<file path="src/rtl/hs_elastic_fifo.sv">
// Valid/ready elastic buffer: DEPTH-entry first-word-fall-through FIFO.
// Handshake outputs derive only from registered occupancy, so no input-to-output combinational paths exist.
module hs_elastic_fifo #(
    parameter int unsigned WIDTH       = 1,
    parameter int unsigned DEPTH       = 4,
    parameter int unsigned AFULL_LEVEL = DEPTH - 1
) (
    input  logic                         clk_core,
    input  logic                         rst_core,
    input  logic                         flush,
    input  logic [WIDTH-1:0]             in,
    input  logic                         valid_i,
    output logic                         ready_o,
    output logic [WIDTH-1:0]             out,
    output logic                         valid_o,
    input  logic                         ready_i,
    output logic [$clog2(DEPTH+1)-1:0]   count,
    output logic                         almost_full
);

    localparam int unsigned PW = $clog2(DEPTH);
    localparam int unsigned CW = $clog2(DEPTH + 1);
    localparam logic [CW-1:0] DEPTH_C = CW'(DEPTH);
    localparam logic [CW-1:0] AFULL_C = CW'(AFULL_LEVEL);

    logic [WIDTH-1:0] mem [DEPTH];
    logic [PW-1:0]    wr_ptr;
    logic [PW-1:0]    rd_ptr;
    logic             push;
    logic             pop;

    always_comb begin
        ready_o     = (count != DEPTH_C);
        valid_o     = (count != '0);
        almost_full = (count >= AFULL_C);
        out         = mem[rd_ptr];
        push        = valid_i & ready_o;
        pop         = valid_o & ready_i;
    end

    // Storage is never reset; a beat offered during flush or reset is simply not written.
    always_ff @(posedge clk_core) begin
        if (push && !flush && !rst_core)
            mem[wr_ptr] <= in;
    end

    always_ff @(posedge clk_core) begin
        if (rst_core || flush) begin
            wr_ptr <= '0;
            rd_ptr <= '0;
            count  <= '0;
        end else begin
            if (push)
                wr_ptr <= wr_ptr + PW'(1);
            if (pop)
                rd_ptr <= rd_ptr + PW'(1);
            case ({push, pop})
                2'b10:   count <= count + CW'(1);
                2'b01:   count <= count - CW'(1);
                default: ;
            endcase
        end
    end

endmodule

</file>
<file path="config.mk">
export PLATFORM = sky130hd
export DESIGN_NAME = hs_elastic_fifo
export DESIGN_NICKNAME = d
export VERILOG_FILES = /design/src/rtl/hs_elastic_fifo.sv
export SDC_FILE = /design/constraint.sdc
export NUM_CORES = 1
export LEC_CHECK = 0
export ABC_CLOCK_PERIOD_IN_PS = 3050
export BUFFER_PORTS_ARGS = -buffer_cell sky130_fd_sc_hd__buf_2
export CAP_MARGIN = 20
export CORE_MARGIN = 2
export CORE_UTILIZATION = 43
export DETAILED_ROUTE_END_ITERATION = 6
export PLACE_DENSITY = 0.73
export SLEW_MARGIN = 20
export SYNTH_ARGS = -nofsm -noshare
export SYNTH_HDL_FRONTEND = slang
export SYNTH_SLANG_ARGS = --single-unit
</file>
<file path="constraint.sdc">
create_clock -name clk_core -period 3.05 [get_ports clk_core]
set_input_delay 0.61 -clock clk_core [delete_from_list [all_inputs] [get_ports clk_core]]
set_output_delay 0.61 -clock clk_core [all_outputs]
set_load 0.05 [all_outputs]
</file>
After elaboration in Yosys (flattened, before gate mapping)

Memories as Yosys holds them, arrays and structs flattened. A register that Yosys moved wholly into a read port is not among the register bits.
Cells that the tools add are included.

Register bits: 7
RAM bits: 4
Input port bits: 6
Output and inout port bits: 7
Word-level logic and storage cells: 26
Memories kept: 1

Add/subtract/negate cells: 4
Magnitude comparators: 1
Equal/unequal tests: 3
Multiplexer cells: 5
Bitwise logic cells: 2
Reduce and logical (&&, ||, !) cells: 7

Memories:

| name | words | width | rd ports | clocked after memory_dff | write ports | RTL line | RTL |
|---|---|---|---|---|---|---|---|
| mem  | 4     | 1     | 1        | 1                        | 1           | 26       | `logic [WIDTH-1:0] mem [DEPTH];` |

Operators with widths:

| operator            | number |
|---|---|
| $pmux 3 s2          | 1 |
| $add 2x1->2 const B | 2 |
| $mux 2              | 2 |
| $add 3x1->3 const B | 1 |
| $ge 3x2->1 const B  | 1 |
| $ne 3x3->1 const B  | 1 |
| $reduce_bool 3->1   | 1 |
| $sub 3x1->3 const B | 1 |
| $and 1x1->1         | 2 |
| $eq 2x1->1 const B  | 1 |
| $eq 2x2->1 const B  | 1 |
| $logic_and 1x1->1   | 2 |
| $logic_not 1->1     | 2 |
| $mux 1              | 2 |
| $reduce_bool 2->1   | 1 |
| $logic_or 1x1->1    | 1 |

Longest topological paths before layout

Word-level depth: 6
Mapped depth: 10
Depth with buffers taken out: 9

Worst setup path before layout

Ideal clock, no wire load.

Path type: reg2reg
From: reg count[2]
To: reg count[2]
Library setup time: 0.070 ns
Data arrival time: 2.838 ns
Required time: 2.980 ns
Slack: 0.141 ns
Cell stages (with the launch flop): 11
Buffers on the path: 1
Period minus slack after synthesis: 2.909 ns
Path through: dfxtp_1 > or3b_4 > and2_4 > buf_6 > inv_1 > ha_1 > inv_1 > fa_1 > xor2_1 > or3_2 > a21oi_1

Word-level cells in the longest chain between the ends: 4
Elaborated cells between the ends (all ways): 10
Those cells by class: add/sub (2); eq/ne (3); mux (1); bitwise (2); reduce/logical (2)

RTL lines:

| item                                                   | RTL line | RTL |
|---|---|---|
| start: declaration                                     | 17       | `output logic [$clog2(DEPTH+1)-1:0] count,` |
| start signal: assignment                               | 58       | `2'b10: count <= count + CW'(1);` |
| start signal: assignment                               | 59       | `2'b01: count <= count - CW'(1);` |
| $ne 3x3->1 (*)                                         | 33       | `ready_o = (count != DEPTH_C);` |
| net ready_o                                            | 13       | `output logic ready_o,` |
| $and 1x1->1 (*)                                        | 37       | `push = valid_i & ready_o;` |
| $eq 2x1->1 / $eq 2x2->1 (equally long branches)        | 57       | `case ({push, pop})` |
| $pmux 3 s2 / $reduce_bool 2->1 (equally long branches) | -        |  |

Mark *: on every way through the listed nets, which the timed path passes. The rest lies on a longest branch.
A chain may end at the register's enable or synchronous reset.

Worst setup path after layout

From: reg count[2]
To: reg count[2]

Word-level cells in the longest chain between the ends: 4
Elaborated cells between the ends (all ways): 10
Those cells by class: add/sub (2); eq/ne (3); mux (1); bitwise (2); reduce/logical (2)

RTL lines:

| item                                                   | RTL line |
|---|---|
| $ne 3x3->1 / $reduce_bool 3->1 (equally long branches) | 33, 34 |
| $and 1x1->1 (on tied branches)                         | 37, 38 |
| $eq 2x1->1 / $eq 2x2->1 (equally long branches)        | 57 |
| $pmux 3 s2 / $reduce_bool 2->1 (equally long branches) | - |

Parallel ways exist; a longest one is shown, timed or not.

==> results.ini <==
[clock_tree]
clk_pin_slew_ns = 0.08
cts-resized-gates = 0
cts_hold_buffers = 0
cts_buffer_depth = 2
clkSinkCount = 13
cts_root_buf = clkbuf_4
cts_tree = built
clk_latency_ns = 0.27
cts_setup_buffers = 0
numCtsBuffers = 3
cts-htree-levels = 1

[die]
dieArea_mm2 = 0.001843
initial_utilization_pct = 44.84
num_io_pins = 13
die_x_um = 42.94
coreArea_mm2 = 0.001454
fp.dieH_um = 42.94
rows = 14

[synthesis]
synthAdderAreaFrac_pct = 12.67
synth_compound_area_share_pct = 8.445
synth_cells = 59
yosys_warnings = 0
synth_fp_nets = 71
synth_top_family_by_area = simple AND/OR/NAND/NOR gates
yosys.area_share.xor_xnor_pct = 5.374
ys_types = 26
ys_seq_area_share_pct = 46.07
synth_top_cell_area_share_pct = 27.64
syn_area_um2 = 651.9
synthTopCellsByArea = dfxtp_1 (28%), edfxtp_1 (18%), ha_1 (9.6%)
synthSimpleGateAreaFrac_pct = 16.70
muxShareOfSynthArea_pct = 4.990
avgSynthCellArea_um2 = 11.05
synth-seq-cells = 13
yosys.area.top_type = dfxtp_1

[worst_setup_path]
startpoint_type = register
criticalPathCategory = reg -> reg
crit_arrival_ns = 2.70
end_kind = register
path_max_fanout = 8
required_ns = 3.26

[min_path]
hold_path_class = reg -> reg

[finish]
fin_util_pct = 51.12
final_nets = 86
final_common_cell = buf_2
diodes = 0
drive_gt1_share_pct = 35.62
final_cell_mix = buf_2 (12), dfxtp_1 (9), nor2_1 (7)
syn2layout_area_growth_pct = 14.01

[power_and_ir_drop]
power_w = 0.0003404
powerDensity_mw_per_mm2 = 458.1
irDropWorstVdd_v = 0.0001736
p_leak_nw = 0.3243

[sta]
finalClockSkew_ns = 0.002390
tightest_slew_ns = 0.4403
fin_crit_ns = 2.494
hold_viol = 0
slew-limit-headroom_pct = 70.54
fin_hold_ws_ns = 0.5010
finalSetupTns_ns = 0
period_share_pct = 81.78
fmax_mhz = 400.9
slew_viol_final = 0
setup_ws_ns = 0.5557
rsz0062_at_grt = no
finalSetupViolations = 0

[place]
gp_congestion = 0.7909
dp_hpwl_um = 760.1
port_buffers = 12
preCtsSetupSlack_ns = 0.5615

[detailed_routing]
ant_nets = 0
drtIter0Drc = 7
first_pass_iters = 4
detail_route.vias_per_cell = 4.966
vias = 442
postRouteWirelength_um = 1026
drcViolationCount = 0
wl_per_cell_um = 11.53

[grt]
grt_pass1_wl_um = 1711
grt_pass1_vias = 421
grt.overflow.total = 0
antenna_found_initial = 0
grt_max_degree = 9
grt_usage_pct = 12.73

[outcome]
status = complete, no violations

[job]
drv_cap = 0

through the flow:
stage,area [µm²],std cells
2_1_floorplan,651.9,59
3_3_place_gp,716.9,85
3_5_place_dp,716.9,85
4_1_cts,743.2,89
5_1_grt,743.2,89
6_report,743.2,89
power by group:
part           switching [W]  internal, W
clock network      0.0000557    0.0000506
registers         0.00000449     0.000182
logic              0.0000311    0.0000169
cells in the mapped netlist:
| master | count |
|---|---|
| a21o_2 | 1 |
| a21oi_1 | 2 |
| and2_4 | 1 |
| and3_1 | 2 |
| and3_2 | 2 |
| buf_6 | 1 |
| clkbuf_1 | 1 |
| dfxtp_1 | 9 |
| edfxtp_1 | 4 |
| fa_1 | 1 |
| ha_1 | 5 |
| inv_1 | 6 |
| mux2i_1 | 1 |
| mux4_2 | 1 |
| nand2_1 | 2 |
| nand4_1 | 1 |
| nor2_1 | 7 |
| o21ai_0 | 1 |
| o311ai_0 | 1 |
| o31a_2 | 1 |
| o31ai_2 | 1 |
| or2_2 | 1 |
| or3_2 | 2 |
| or3b_4 | 1 |
| xnor2_1 | 1 |
| xor2_1 | 3 |
cell families (layout without fill, tap and decap cells):
group	count (synthesis)	after routing
and+or+nand+nor	19	19
DFF	13	13
buffers and inverters	8	22
AOI/OAI and AO/OA	7	7
adders and majority gates	6	6
xor gates and xnor gates	4	4
muxes	2	2
worst max-delay path, stage by stage (launching register included):
cell	delay [ns]
dfxtp_1	0.44
or3b_4	0.42
and2_4	0.20
inv_1	0.06
ha_1	0.18
inv_1	0.07
fa_1	0.37
xor2_1	0.15
or3_2	0.40
a21oi_1	0.15
worst paths after layout:
| check | startpoint | endpoint | slack, ns | depth (start not counted) |
|---|---|---|---|---|
| worst min-delay path | wr_ptr[0] | wr_ptr[0] | 0.50 | 2 |
| worst max-delay path | count[2] | count[2] | 0.56 | 9 |
| worst max register to register | count[2] | count[2] | 0.56 | 9 |
| worst min register to register | wr_ptr[0] | wr_ptr[0] | 0.50 | 2 |
metal layers:
layer	vias to the layer above	global-route usage (%)	part of all wire [%]
li1	228	-	-
met1	205	15.09	46
met2	7	21.21	51
met3	2	1.277	2.0
met4	0	9.091	1.4
met5	-	0	0
cell type report:
| type | instances | area [µm²] |
|---|---|---|
| inverters | 6 | 22.52 |
| repair buffers | 12 | 60.06 |
| fillers | 139 | 710.7 |
| well taps | 16 | 20.02 |
| clock buffers | 4 | 26.28 |
| flip-flops and latches | 13 | 300.3 |
| multi-input cells | 38 | 314.1 |
Power figures use the tool's default switching activity.
